## config.mk

```make
export PLATFORM = sky130hd
export DESIGN_NAME = diff_accum_tx
export DESIGN_NICKNAME = d
export VERILOG_FILES = /design/src/rtl/diff_accum_tx.sv
export SDC_FILE = /design/constraint.sdc
export NUM_CORES = 1
export LEC_CHECK = 0
export CAP_MARGIN = 5
export CORE_AREA = 2 2 90 156
export CTS_CLUSTER_SIZE = 30
export DETAILED_ROUTE_END_ITERATION = 7
export DIE_AREA = 0 0 92 158
export GPL_ROUTABILITY_DRIVEN = 0
export HOLD_SLACK_MARGIN = 0.02
export PLACE_DENSITY = 0.51
export SKIP_CTS_REPAIR_TIMING = 1
export SLEW_MARGIN = 10
export SYNTH_ARGS = -nofsm -noshare
export SYNTH_HDL_FRONTEND = slang
export SYNTH_SLANG_ARGS = --single-unit
```

## constraint.sdc

```tcl
create_clock -name clk -period 3.07 [get_ports clk]
set_input_delay 0.614 -clock clk [delete_from_list [all_inputs] [get_ports clk]]
set_output_delay 0.614 -clock clk [all_outputs]
set_load 0.05 [all_outputs]
```

## src/rtl/diff_accum_tx.sv

```systemverilog
// Block averager for TDC difference samples: sums 2^LOG2_N samples, floors the mean,
// and frames each average as SYNC, seq, avg[23:16], avg[15:8], avg[7:0] on a byte stream.
module diff_accum_tx #(
    parameter int          LOG2_N    = 4,
    parameter logic [7:0]  SYNC_BYTE = 8'hA5,
    parameter int          DATA_W    = 20
) (
    input  logic                     clk,
    input  logic                     rst,
    input  logic signed [DATA_W-1:0] in_data,
    input  logic                     in_dval,
    input  logic                     clear,
    output logic signed [DATA_W-1:0] avg_out,
    output logic                     avg_valid,
    output logic [7:0]               tx_data,
    output logic                     tx_valid,
    input  logic                     tx_ready,
    output logic                     overrun
);

    localparam int ACC_W = DATA_W + LOG2_N;

    typedef enum logic [2:0] {IDLE, SYNC, SEQ, B2, B1, B0} state_t;

    state_t                   state, state_nxt;
    logic                     dval_p0;
    logic signed [ACC_W-1:0]  acc_p0;
    logic signed [ACC_W-1:0]  sum;
    logic [LOG2_N-1:0]        cnt_p0;
    logic [7:0]               seq;
    logic signed [23:0]       pkt_avg;
    logic signed [DATA_W-1:0] avg_new;
    logic                     accept;
    logic                     complete;
    logic                     hs;
    logic                     load;

    // Arithmetic shift floors toward -inf, which is the intended average for negative sums.
    function automatic logic signed [DATA_W-1:0] avg_shift(input logic signed [ACC_W-1:0] s);
        return DATA_W'(s >>> LOG2_N);
    endfunction

    function automatic logic signed [23:0] sext24(input logic signed [DATA_W-1:0] v);
        return 24'(v);
    endfunction

    assign accept   = in_dval & ~dval_p0;
    assign sum      = acc_p0 + ACC_W'(in_data);
    assign avg_new  = avg_shift(sum);
    assign complete = accept & ~clear & (cnt_p0 == '1);
    assign tx_valid = (state != IDLE);
    assign hs       = tx_valid & tx_ready;
    // A new packet may start from IDLE or chain straight off the final byte's handshake.
    assign load     = complete & ((state == IDLE) | ((state == B0) & hs));

    // Stage p0: edge detect and accumulation; the completing sample produces the average.
    always_ff @(posedge clk or negedge rst) begin
        if (!rst) begin
            dval_p0   <= 1'b0;
            acc_p0    <= '0;
            cnt_p0    <= '0;
            avg_out   <= '0;
            avg_valid <= 1'b0;
            overrun   <= 1'b0;
        end else begin
            dval_p0   <= in_dval;
            avg_valid <= 1'b0;
            if (clear) begin
                acc_p0  <= '0;
                cnt_p0  <= '0;
                overrun <= 1'b0;
            end else if (accept) begin
                if (cnt_p0 == '1) begin
                    acc_p0    <= '0;
                    cnt_p0    <= '0;
                    avg_out   <= avg_new;
                    avg_valid <= 1'b1;
                    if (!load) overrun <= 1'b1;
                end else begin
                    acc_p0 <= sum;
                    cnt_p0 <= cnt_p0 + 1'b1;
                end
            end
        end
    end

    // Packer: snapshot taken on load so the packet in flight never changes.
    always_ff @(posedge clk or negedge rst) begin
        if (!rst) begin
            state   <= IDLE;
            seq     <= 8'h00;
            pkt_avg <= '0;
        end else begin
            state <= state_nxt;
            if (load) pkt_avg <= sext24(avg_new);
            if ((state == B0) && hs) seq <= seq + 8'h01;
        end
    end

    always_comb begin
        state_nxt = state;
        tx_data   = 8'h00;
        case (state)
            IDLE: if (load) state_nxt = SYNC;
            SYNC: begin
                tx_data = SYNC_BYTE;
                if (hs) state_nxt = SEQ;
            end
            SEQ: begin
                tx_data = seq;
                if (hs) state_nxt = B2;
            end
            B2: begin
                tx_data = pkt_avg[23:16];
                if (hs) state_nxt = B1;
            end
            B1: begin
                tx_data = pkt_avg[15:8];
                if (hs) state_nxt = B0;
            end
            B0: begin
                tx_data = pkt_avg[7:0];
                if (hs) state_nxt = load ? SYNC : IDLE;
            end
            default: state_nxt = IDLE;
        endcase
    end

endmodule

```

### Yosys cells after proc, flatten, opt, wreduce, memory -nomap -nowiden

Cells that the tools add are included.

| operators by class | value |
|---|---|
| add/subtract/negate cells | 3 |
| eq/ne operators | 13 |
| mux-type cells | 22 |
| bitwise logic cells | 9 |
| reduce and logical (&&, ||, !) cells | 8 |

Operators with widths:

| cell | count |
|---|---|
| 2-to-1 mux 24 bit | 3 |
| one-hot mux 8 bit (5 select lines) | 1 |
| adder 24 x 20 -> 24 bit | 1 |
| 2-to-1 mux 3 bit | 6 |
| one-hot mux 3 bit (6 select lines) | 1 |
| != test 2 bit, second input constant | 7 |
| 2-to-1 mux 4 bit | 3 |
| adder 8 x 1 -> 8 bit, second input constant | 1 |
| 2-to-1 mux 1 bit | 8 |
| bitwise AND 1 bit | 6 |
| equality test 3 x 2 -> 1 bit, second input constant | 2 |
| equality test 3 bit, second input constant | 2 |
| AND reduction 3 bit | 2 |
| AND reduction 6 bit | 1 |
| adder 4 x 1 -> 4 bit, second input constant | 1 |
| equality test 4 bit, second input constant | 1 |
| nonzero test 2 bit | 2 |
| equality test 3 x 1 -> 1 bit, second input constant | 1 |
| zero test 3 bit | 1 |
| nonzero test 3 bit | 1 |
| NOT 1 bit | 2 |
| logical AND 1 bit | 1 |
| OR 1 bit | 1 |

| storage, ports and cells | value |
|---|---|
| register bits after elaboration | 82 |
| output and inout port bits | 31 |

### Depth between registers and ports, before layout

Gate-level depths: netlist (run 1).

| depth | value |
|---|---|
| word-level depth | 9 |
| gate-level depth with buffers | 11 |
| mapped depth without buffers | 11 |

### Worst setup path after synthesis (run 1)

No wires, ideal clock.

| path | value |
|---|---|
| kind | input port to flip-flop |
| start | input in_data[0] |
| end | register avg_out[12] |
| library setup time | 125 ps |
| data arrival time | 2689 ps |
| required time | 2945 ps |
| setup slack | 256 ps |
| cell stages on the path | 11 |
| buffers on the path | 0 |
| path through | ha_1 -> inv_1 -> fa_1 -> nor2b_1 -> o2111ai_1 -> a311oi_1 -> o21bai_1 -> o21ai_0 -> a21oi_1 -> xnor2_1 -> mux2_2 |

| between the ends | value |
|---|---|
| word-level cells in the longest chain between the ends | 1 |

Ends and longest elaborated chain:

| element | RTL line | source |
|---|---|---|
| start, declared | 10 | `input logic signed [DATA_W-1:0] in_data,` |
| adder 24 x 20 -> 24 bit | 48 | `assign sum = acc_p0 + ACC_W'(in_data);` |
| end signal, assigned | 76 | `avg_out <= avg_new;` |
| end, declared | 13 | `output logic signed [DATA_W-1:0] avg_out,` |

No other way between the ends.
A chain may end at the register's enable or synchronous reset.

### Final worst setup path (run 1)

Ends and elaborated chain as after synthesis.

==> results.cfg, run 1 <==
[power]
power_per_unit_of_standard_cell_area_mw_per_mm2 = 506
power.share.clock = 0.389
combPwrFrac = 0.238
power.share.sequential = 0.373
power.ir.vdd_worst_uv = 254
power.switching_fraction = 0.287
power.leakage_nw = 2.91
netSwitchingPower_uw = 886
p_int_mw = 2.20

[setup_path]
startpoint = in_data[0]
cp_max_fo = 3
setup.worst_path.start_class = primary input
reg2reg_end = avg_out[19]
reg2reg_depth = 10
worst-setup-path-type = primary input to flop
worst_ep_required_time_ps = 3290
critical_path.endpoint = avg_out[12]
regToRegStartpoint = acc_p0[4]
worst_endpoint_data_arrival_time_ps = 3190
r2r_setup_slack_ps = 430
crit_path_end_kind = flop

[global_routing]
antenna_violations_before_repair = 0
global_route.usage.total = 0.192
grt_pass1_wl_um = 21200
grt_total_ovfl = 0
grt_start_max_net_pins = 53
vias_in_the_first_global_route = 3966

[clock_tree]
tritoncts = yes
clk_sink_count = 82
clk_path_buf_depth = 2
cell_chosen_for_the_clock_root = sky130_fd_sc_hd__clkbuf_16
cts.htree.levels = 3
clkTransAtPathRegs_ps = 60
clock_insertion_delay_worst_skew_ps = 340
tritoncts.num_buffers = 9

[drt]
dr_total_vias = 3838
first_pass_iters = 4
number_of_violations_reported_at_the_end_of_detailed_routing_iteration_0 = 174
route.detailed.wl_per_inst_um = 17.8
drtAntennaViolNets = 0
vias_per_inst = 5.12
route.final.wire_length_um = 13300
detail_route.drc_violations = 0

[cells_and_area]
postLayoutCellArea_mm2 = 0.00609
area_delta_synth_final_pct = 34.2
number_of_fillers_in_the_final_layout = 1315
n_antenna_cell = 0
drive_gt1_frac = 0.203
finish.net_count = 622

[placement]
hpwlAfterDp_um = 10400
place_area_mm2 = 0.00570
io_buffers = 55

[timing]
worst_pin_slew_ps = 702
crit_share_post_route = 0.966
hold_violations = 0
setup_viol = 0
timing.max_slew.rel_slack = 0.532
post-route-min-period_ps = 2970
drv_slew = 0
maxClockFrequency_mhz = 337
rsz0062_at_grt = yes
tns_ps = 0
clock-skew-final_ps = 9.91

[synth]
syn-mean-instance-area_um2 = 9.85
synth_enable_flop_cells = 0
sequential_element_share_of_the_synthesized_area = 0.452
total_number_of_yosys_warnings = 0
netlist_cell_types = 51
synth_cells = 461
synth-seq-cells = 82
async_set_reset_flop_share_out_of_synthesis = 1.00
synth.net_count = 512
synth-main-ff-cell = sky130_fd_sc_hd__dfrtp_1
synth_area_mm2 = 0.00454

[min_path]
hold_path_class = primary input to async pin

[run]
count_of_max_cap_constraint_violations = 0

[floorplan]
die_ht_um = 158
design.die.area_mm2 = 0.0145
initial_cell_density_of_the_core = 0.341
die-width_um = 92
floorplan.io_pins = 56
placement_rows = 56
core_mm2 = 0.0133

[status]
status = finished, final reports clean
-- Yosys cell counts (5+ instances only) --
master | number | area share
sky130_fd_sc_hd__mux2_2 | 18 | 0.045
sky130_fd_sc_hd__ha_1 | 25 | 0.069
sky130_fd_sc_hd__dfrtp_1 | 82 | 0.45
sky130_fd_sc_hd__o21ai_0 | 45 | 0.050
sky130_fd_sc_hd__nor2b_1 | 7 | 0.0096
sky130_fd_sc_hd__xor2_1 | 10 | 0.019
sky130_fd_sc_hd__a21o_1 | 12 | 0.020
sky130_fd_sc_hd__xnor2_1 | 21 | 0.041
sky130_fd_sc_hd__o21bai_1 | 5 | 0.0083
sky130_fd_sc_hd__nor2_1 | 22 | 0.018
sky130_fd_sc_hd__or3_1 | 7 | 0.0096
sky130_fd_sc_hd__inv_1 | 8 | 0.0066
sky130_fd_sc_hd__a21oi_1 | 23 | 0.025
sky130_fd_sc_hd__nand2_1 | 77 | 0.064
sky130_fd_sc_hd__clkbuf_1 | 16 | 0.013
sky130_fd_sc_hd__a22o_1 | 10 | 0.019
sky130_fd_sc_hd__o22ai_1 | 7 | 0.0096
sky130_fd_sc_hd__a31oi_1 | 5 | 0.0069
sky130_fd_sc_hd__mux2i_1 | 5 | 0.011
-- flip-flops by register name, summed over array words and instances (netlist names), 3 cells and up --
name	flops
acc_p0	24
avg_out	20
cnt_p0	4
pkt_avg	20
seq	8
state	3
-- how the worst min path moves through the flow --
stage / cells past startpoint / slack [ps] / endpoint
after floorplan: 0 / 320 / acc_p0[0]
after global placement: 2 / 460 / avg_out[4]
after detailed placement: 2 / 470 / avg_out[4]
after CTS: 1 / 340 / acc_p0[13]
after global routing: 1 / 380 / cnt_p0[2]
final: 1 / 310 / cnt_p0[2]
-- cell type report --
type,instances,area (um2),share of cell area
inverter,8,30.0,0.00493
clock buffer,12,256,0.0421
multi-input combinational,353,2440,0.401
clock inverter,4,73.8,0.0121
tap,174,218,0.0357
timing repair buffer,117,1020,0.168
sequential,82,2050,0.337
-- power by group through the flow --
stage | clock (mW) | combinational, mW | sequential, mW
final | 1.20 | 0.735 | 1.15
after global routing | 1.27 | 0.803 | 1.15
after CTS | 1.23 | 0.726 | 1.15
after detailed placement | 0 | 0.723 | 1.17
after global placement | 0 | 0.718 | 1.17
after floorplan | 0 | 0.394 | 1.15
-- stage by stage --
stage	power (mW)	setup slack, ps	utilization	hold slack, ps	std cells
2_1_floorplan	1.55	256	-	318	461
3_3_place_gp	1.89	-334	0.428	461	733
3_5_place_dp	1.89	-356	0.428	465	733
4_1_cts	3.10	-15.2	0.453	339	749
5_1_grt	3.22	-38.9	0.458	380	750
6_report	3.09	103	0.458	314	750
-- per-layer routing --
metal	wire length [um]	global-route usage	vias up
li1	-	-	1872
met1	4950	0.206	1879
met2	7650	0.372	68
met3	360	0.0271	19
met4	366	0.0789	0
met5	0	0	-
-- placed cells by master, fill, tap and decap left out, types with 5 or more instances in the layout --
| cell type | netlist | layout |
|---|---|---|
| sky130_fd_sc_hd__buf_4 | 0 | 65 |
| sky130_fd_sc_hd__nor2b_1 | 7 | 6 |
| sky130_fd_sc_hd__o21bai_1 | 5 | 5 |
| sky130_fd_sc_hd__dfrtp_1 | 82 | 82 |
| sky130_fd_sc_hd__a21o_1 | 12 | 12 |
| sky130_fd_sc_hd__xor2_1 | 10 | 10 |
| sky130_fd_sc_hd__clkbuf_16 | 0 | 9 |
| sky130_fd_sc_hd__a21oi_1 | 23 | 23 |
| sky130_fd_sc_hd__nor2_1 | 22 | 22 |
| sky130_fd_sc_hd__inv_1 | 8 | 8 |
| sky130_fd_sc_hd__xnor2_1 | 21 | 20 |
| sky130_fd_sc_hd__nand2_1 | 77 | 77 |
| sky130_fd_sc_hd__ha_1 | 25 | 24 |
| sky130_fd_sc_hd__or3_1 | 7 | 7 |
| sky130_fd_sc_hd__o22ai_1 | 7 | 7 |
| sky130_fd_sc_hd__clkdlybuf4s50_1 | 0 | 49 |
| sky130_fd_sc_hd__mux2_2 | 18 | 18 |
| sky130_fd_sc_hd__o21ai_0 | 45 | 44 |
| sky130_fd_sc_hd__a22o_1 | 10 | 10 |
| sky130_fd_sc_hd__mux2i_1 | 5 | 5 |
-- worst max-delay path, cell delays in order --
cell and delay (ps):
sky130_fd_sc_hd__clkdlybuf4s50_1 460, sky130_fd_sc_hd__ha_1 160, sky130_fd_sc_hd__inv_1 60, sky130_fd_sc_hd__fa_1 390
sky130_fd_sc_hd__nor2b_2 170, sky130_fd_sc_hd__o2111ai_2 150, sky130_fd_sc_hd__a311oi_2 330, sky130_fd_sc_hd__o21bai_1 130
sky130_fd_sc_hd__o21ai_1 150, sky130_fd_sc_hd__a21oi_1 120, sky130_fd_sc_hd__xnor2_1 180, sky130_fd_sc_hd__mux2_2 280
-- logic make-up after synthesis --
group | after synthesis | share of synthesized area
compound gates | 138 | 0.205
mux | 23 | 0.0557
xor+xnor | 31 | 0.0598
buf+inv | 26 | 0.0220
fa+ha+maj | 26 | 0.0733
simple gates | 135 | 0.133
flops | 82 | 0.452
Note: power is estimated with default switching activity, not from simulation.
==> inputs of run 2 (changes only) <==
--- a/config.mk
+++ b/config.mk
@@ -14,6 +14,7 @@
 export HOLD_SLACK_MARGIN = 0.02
 export PLACE_DENSITY = 0.51
 export SKIP_CTS_REPAIR_TIMING = 1
+export SKIP_LAST_GASP = 1
 export SLEW_MARGIN = 10
 export SYNTH_ARGS = -nofsm -noshare
 export SYNTH_HDL_FRONTEND = slang
==> results.cfg, run 2 (same netlist as run 1, synthesis figures left out) <==
[drt]
drtAntennaViolNets = 0
first_pass_iters = 4
number_of_violations_reported_at_the_end_of_detailed_routing_iteration_0 = 168
detail_route.drc_violations = 0
route.detailed.wl_per_inst_um = 17.7
vias_per_inst = 5.14
dr_total_vias = 3853
route.final.wire_length_um = 13300

[cells_and_area]
finish.net_count = 622
largestRegisters = acc_p0 (24), avg_out (20), pkt_avg (20)
final_core_util = 0.457
number_of_flip_flops_under_the_largest_register_name = 24
area_delta_synth_final_pct = 34.1
final_cell_mix = sky130_fd_sc_hd__dfrtp_1 (82), sky130_fd_sc_hd__nand2_1 (77), sky130_fd_sc_hd__buf_4 (65)
regMostFlops = acc_p0
n_antenna_cell = 0
mostFrequentLayoutCell = sky130_fd_sc_hd__dfrtp_1
instances_no_fill = 750
number_of_fillers_in_the_final_layout = 1316
drive_gt1_frac = 0.201

[clock_tree]
cts.htree.levels = 3
cell_chosen_for_the_clock_root = sky130_fd_sc_hd__clkbuf_16
tritoncts = yes
clock_insertion_delay_worst_skew_ps = 340
clk_path_buf_depth = 2
tritoncts.num_buffers = 9
clkTransAtPathRegs_ps = 60
clk_sink_count = 82

[floorplan]
die-width_um = 92
floorplan.io_pins = 56
placement_rows = 56
core_mm2 = 0.0133
die_ht_um = 158
initial_cell_density_of_the_core = 0.341
design.die.area_mm2 = 0.0145

[power]
power_per_unit_of_standard_cell_area_mw_per_mm2 = 507
power.leakage_nw = 2.91
power.share.sequential = 0.373
combPwrFrac = 0.238
p_int_mw = 2.20
power.share.clock = 0.389
power.switching_fraction = 0.288
power.ir.vdd_worst_uv = 254
netSwitchingPower_uw = 888

[timing]
hold_violations = 0
timing.max_slew.rel_slack = 0.533
finalHoldWorstSlack_ps = 322
tns_ps = 0
rsz0062_at_grt = yes
post-route-min-period_ps = 2940
worst_pin_slew_ps = 701
maxClockFrequency_mhz = 340
setup_viol = 0
drv_slew = 0
crit_share_post_route = 0.959
clock-skew-final_ps = 9.83

[setup_path]
regToRegStartpoint = acc_p0[4]
worst-setup-path-type = primary input to flop
cp_max_fo = 3
setup.worst_path.start_class = primary input
crit_path_end_kind = flop
reg2reg_end = avg_out[19]
worst_endpoint_data_arrival_time_ps = 3170
worst_ep_required_time_ps = 3290
r2r_setup_slack_ps = 430
reg2reg_depth = 10

[global_routing]
antenna_violations_before_repair = 0
grt_total_ovfl = 0
grt_pass1_wl_um = 21200
vias_in_the_first_global_route = 3966
global_route.usage.total = 0.192
grt_start_max_net_pins = 53

[min_path]
hold_path_class = primary input to async pin

[run]
count_of_max_cap_constraint_violations = 0

[status]
status = finished, final reports clean

[placement]
io_buffers = 55
number_of_placed_cells_counting_well_taps = 733
hpwlAfterDp_um = 10400
==> run 2: cell count changes in the layout (fill, tap and decap cells not counted) <==
| cell | previous run | this run |
|---|---|---|
| sky130_fd_sc_hd__o2111ai_1 | 0 | 1 |
| sky130_fd_sc_hd__o2111ai_2 | 1 | 0 |
==> run 2: worst max path at each step <==
stage                           from          end  slack (ps)  cells past startpoint
after global placement    in_data[0]  avg_out[12]        -330                     12
final                     in_data[0]  avg_out[12]         130                     12
after global routing      in_data[0]  avg_out[18]         -30                     13
after CTS                 in_data[0]  avg_out[12]         -20                     12
after detailed placement  in_data[0]  avg_out[12]        -360                     12
after floorplan           in_data[0]  avg_out[12]         260                     11
==> run 2: worst max-delay path, stage by stage <==
cell and delay, ps:
sky130_fd_sc_hd__clkdlybuf4s50_1 460, sky130_fd_sc_hd__ha_1 160, sky130_fd_sc_hd__inv_1 60, sky130_fd_sc_hd__fa_1 390, sky130_fd_sc_hd__nor2b_2 140, sky130_fd_sc_hd__o2111ai_1 150, sky130_fd_sc_hd__a311oi_2 330, sky130_fd_sc_hd__o21bai_1 130
sky130_fd_sc_hd__o21ai_1 150, sky130_fd_sc_hd__a21oi_1 120, sky130_fd_sc_hd__xnor2_1 170, sky130_fd_sc_hd__mux2_2 280
==> run 2: area by class of cell <==
cell class | instances | area [um2] | share of cell area
clock inverter | 4 | 73.8 | 0.0121
timing repair buffer | 117 | 1020 | 0.168
inverter | 8 | 30.0 | 0.00493
clock buffer | 12 | 256 | 0.0421
sequential | 82 | 2050 | 0.337
tap | 174 | 218 | 0.0358
multi-input combinational | 353 | 2430 | 0.400
==> run 2: power groups by stage <==
stage	clock, mW	combinational [mW]	sequential, mW
floorplan	0	0.394	1.15
global placement	0	0.718	1.17
detailed placement	0	0.723	1.17
CTS	1.23	0.726	1.15
global route	1.27	0.801	1.15
finish	1.20	0.735	1.15
==> run 2: metal layers <==
layer / vias to the layer above / routed length [um] / track usage
met5: - / 0 / 0
met4: 0 / 369 / 0.0789
met3: 21 / 361 / 0.0271
met2: 72 / 7600 / 0.372
met1: 1884 / 4970 / 0.206
li1: 1876 / - / -
==> run 2: per-stage QoR <==
stage	cell area (um2)	power, mW	worst slack, ps
after floorplan	4540	1.55	256
after global placement	5700	1.89	-334
after detailed placement	5700	1.89	-356
after CTS	6030	3.10	-15.2
after global routing	6090	3.22	-25.1
final	6090	3.09	127
==> RTL edit 1 (flow settings as in run 2) <==
The parameter `DATA_W` goes from 20 to 22.
--- a/src/rtl/diff_accum_tx.sv
+++ b/src/rtl/diff_accum_tx.sv
@@ -3,7 +3,7 @@
 module diff_accum_tx #(
     parameter int          LOG2_N    = 4,
     parameter logic [7:0]  SYNC_BYTE = 8'hA5,
-    parameter int          DATA_W    = 20
+    parameter int          DATA_W    = 22
 ) (
     input  logic                     clk,
     input  logic                     rst,
Ports: changed (resized avg_out and in_data); port bits go from 56 to 60. The function was not compared with the original's and may differ.
==> RTL edit 1 against run 2 <==
  * First-iteration DRC count fell by 33%
  * Global-route usage rose by 0.69 points
  * Sequential cell count rose by 6
  * Utilization rose by 2.8 points
  * Area after synthesis rose by 11%
  * Maximum frequency rose by 1.3%
  * Worst setup slack improved by 38 ps
  * Worst hold slack got worse by 81 ps
  * Via count rose by 11%
  * Die area did not move
  * Total power rose by 19%
  * Wire length rose by 4.2%
  * Final area rose by 6.2%
  * Count of clock-buffer cells in the layout fell by 2
  * Largest power group is now registers
==> RTL edit 1: results <==
outcome:
  status: "finished clean"
layout:
  signal_buffers: 112
  nNetsFinal: 683
  nonClkBufAreaFrac: 0.152
  final_layout_size_suffix_gt1_frac: 0.177
  inv_count: 11
critical_path:
  arrival_ps: 3140
  setup.worst_path.end: "acc_p0[24]"
synth:
  netlist_top_cells_area: "dfrtp_1 (44%), ha_1 (6.7%), o21ai_0 (5.6%), nand2_1 (5.0%), xnor2_1 (3.3%)"
  ys_seq_elements: 88
  yosys-top-cells-count: "dfrtp_1 (88), nand2_1 (68), o21ai_0 (57)"
power_and_ir_drop:
  p_comb_frac: 0.334
  comb_cell_power_mw: 1.22
  clockPowerShare: 0.291
sta:
  fmax_mhz: 344
  whs_ps: 241
  fin_skew_ps: 11.0
  tightest_slew_ps: 543
place:
  placedCellCount: 791
  io_buffer_count: 59
route:
  viasPerCell: 5.28
  wl_met1_mm: 5.84
  drt_iter0_markers: 112
  vias: 4261
  wl_met2_mm: 7.41
global_routing:
  grt_usage: 0.199
  grt_pass1_wl_mm: 22.3
RTL edit 1: cell types whose count changed after synthesis, sizes merged, moves of 6 or more:
cell          run 2  this run
a21oi            23        30
and3              4        13
dfrtp            82        88
nand2            77        68
nor3              2        11
o21ai            47        63
RTL edit 1: per-layer routing:
| metal | GRT usage | up-vias |
|---|---|---|
| li1 | - | 2109 |
| met1 | 0.239 | 2082 |
| met2 | 0.359 | 49 |
| met3 | 0.0228 | 21 |
| met4 | 0.0839 | 0 |
| met5 | 0 | - |
RTL edit 1: cells by family (layout without fill, tap and decap cells):
kind of cell,Yosys count,count (layout),synth area share
buffers and inverters,34,139,0.0265
multiplexers,23,23,0.0487
AND/OR/NAND/NOR,165,165,0.156
AO/OA/AOI/OAI,160,160,0.211
XOR/XNOR,30,30,0.0519
flip-flops,88,88,0.435
adder cells (fa/ha/maj),28,28,0.0707
==> RTL edit 2 (settings of run 2) <==
Without the edit above. Register the output `overrun` once more, with the module's reset; this adds one clock of latency there. The other outputs are not delayed to match.
--- a/src/rtl/diff_accum_tx.sv
+++ b/src/rtl/diff_accum_tx.sv
@@ -21,6 +21,8 @@
     localparam int ACC_W = DATA_W + LOG2_N;
 
     typedef enum logic [2:0] {IDLE, SYNC, SEQ, B2, B1, B0} state_t;
+
+    logic overrun_s0;
 
     state_t                   state, state_nxt;
     logic                     dval_p0;
@@ -61,21 +63,21 @@
             cnt_p0    <= '0;
             avg_out   <= '0;
             avg_valid <= 1'b0;
-            overrun   <= 1'b0;
+            overrun_s0 <= 1'b0;
         end else begin
             dval_p0   <= in_dval;
             avg_valid <= 1'b0;
             if (clear) begin
                 acc_p0  <= '0;
                 cnt_p0  <= '0;
-                overrun <= 1'b0;
+                overrun_s0 <= 1'b0;
             end else if (accept) begin
                 if (cnt_p0 == '1) begin
                     acc_p0    <= '0;
                     cnt_p0    <= '0;
                     avg_out   <= avg_new;
                     avg_valid <= 1'b1;
-                    if (!load) overrun <= 1'b1;
+                    if (!load) overrun_s0 <= 1'b1;
                 end else begin
                     acc_p0 <= sum;
                     cnt_p0 <= cnt_p0 + 1'b1;
@@ -126,5 +128,13 @@
         endcase
     end
 
+    always_ff @(posedge clk or negedge rst) begin
+        if (!rst) begin
+            overrun <= '0;
+        end else begin
+            overrun <= overrun_s0;
+        end
+    end
+
 endmodule
 
Behaviour: same outputs for any inputs over 10 cycles, from zero or initial values and one cycle with rst low; that may be too few to reach the edited logic, so the function may still have changed.
==> RTL edit 2 against run 2 <==
  * Sequential cell count grew 1
  * Combinational power shrank 2%
  * Total power shrank 5.1%
  * Via count shrank 2.1%
  * Non-clock buffer count shrank 4
  * Global-route usage shrank 0.74 points
  * Maximum frequency is essentially flat
  * Synthesized cell count grew 0.22%
  * Wire length shrank 3.2%
  * Final area shrank 0.72%
  * Worst setup slack lost 2.3 ps
  * Area after synthesis grew 0.55%
==> RTL edit 2: results <==
critical_path:
  reg2reg_setup_slack_ps: 440
  r2r-end: "avg_out[19]"
  crit_path_max_fanout: 3
  critical_path.top_delay_family: "compound AO/OA/AOI/OAI gates"
  cp_slowest_cell: "clkdlybuf4s50_1"
  rr_worst_depth: 10
sta:
  tightest_slew_ps: 578
  fin_skew_ps: 7.93
  finalHoldViolCount: 0
  finalSetupTns_ps: 0
  whs_ps: 248
route:
  wl_per_cell_um: 17.2
  dr.pass1.iters: 4
  viasPerCell: 5.05
  drt_iter0_markers: 85
power_and_ir_drop:
  p_leak_nw: 2.85
  p_per_area_nw_per_um2: 485
  ir_drop_mv: 0.258
  p_comb_frac: 0.245
  internal_power_mw: 2.06
synth:
  yosysWarnings: 0
  ys_types: 51
  yosys-top-cells-count: "dfrtp_1 (83), nand2_1 (77), o21ai_0 (45)"
  synthCells: 462
  synth.net_count: 513
  netlist_top_cells_area: "dfrtp_1 (45%), ha_1 (6.9%), nand2_1 (6.3%), o21ai_0 (4.9%), mux2_2 (4.4%)"
  synthFlopType: "dfrtp_1"
  ys_seq_area_frac: 0.455
place:
  placedCellCount: 731
  dp_hpwl_mm: 9.92
  io_buffer_count: 55
  placed_area_um2: 5700
clock_tree:
  cts.path.max_buffers: 2
  cts_root_buf: "clkbuf_16"
  htreeDepth: 3
layout:
  antennaDiodeCount: 0
  fill_cells: 1334
  final_layout_size_suffix_gt1_frac: 0.204
  nNetsFinal: 619
  instances_no_fill: 747
global_routing:
  grt_max_degree: 48
  grt_antenna_before_repair: 0
  grt_pass1_wl_mm: 20.4
  grt_pass1_vias: 3825
  grt_usage: 0.185
outcome:
  status: "finished clean"
==> RTL edit 2: cell types whose count changed after synthesis, sizes merged <==
cell   delta
dfrtp     +1
==> RTL edit 2: worst max path at each step <==
stage / startpoint / endpoint / slack, ps / cells after the start
finish: in_data[0] / avg_out[12] / 120 / 12
global route: in_data[0] / avg_out[12] / -20 / 12
CTS: in_data[0] / avg_out[18] / 5 / 14
detailed placement: in_data[0] / avg_out[18] / -340 / 14
global placement: in_data[0] / avg_out[12] / -310 / 12
floorplan: in_data[0] / avg_out[12] / 260 / 11
==> RTL edit 2: area by class of cell <==
| class | count | area share |
|---|---|---|
| well taps | 174 | 0.0360 |
| inverters | 8 | 0.00497 |
| flip-flops and latches | 83 | 0.344 |
| clock inverters | 3 | 0.00352 |
| repair buffers | 113 | 0.163 |
| multi-input cells | 353 | 0.404 |
| clock buffers | 13 | 0.0447 |
==> RTL edit 2: metrics by stage <==
stage | setup slack, ps | power [mW]
floorplan | 256 | 1.56
global placement | -305 | 1.88
detailed placement | -343 | 1.89
CTS | 5.44 | 2.96
global route | -16.4 | 3.08
finish | 125 | 2.93
==> RTL edit 2: logic make-up (layout without fill, tap and decap cells) <==
logic type                 after synthesis  in the layout  synth area share
AOI/OAI and AO/OA                      138            138             0.204
and+or+nand+nor                        135            135             0.132
DFF                                     83             83             0.455
xor gates and xnor gates                31             31            0.0595
adders and majority gates               26             26            0.0729
buffers and inverters                   26            137            0.0219
muxes                                   23             23            0.0554
==> RTL edit 2: metal layers <==
layer / track usage / routed length, um / up-vias
met3: 0.0257 / 320 / 17
met5: 0 / 0 / -
met2: 0.356 / 7350 / 56
met4: 0.0718 / 268 / 0
met1: 0.202 / 4940 / 1833
li1: - / - / 1868
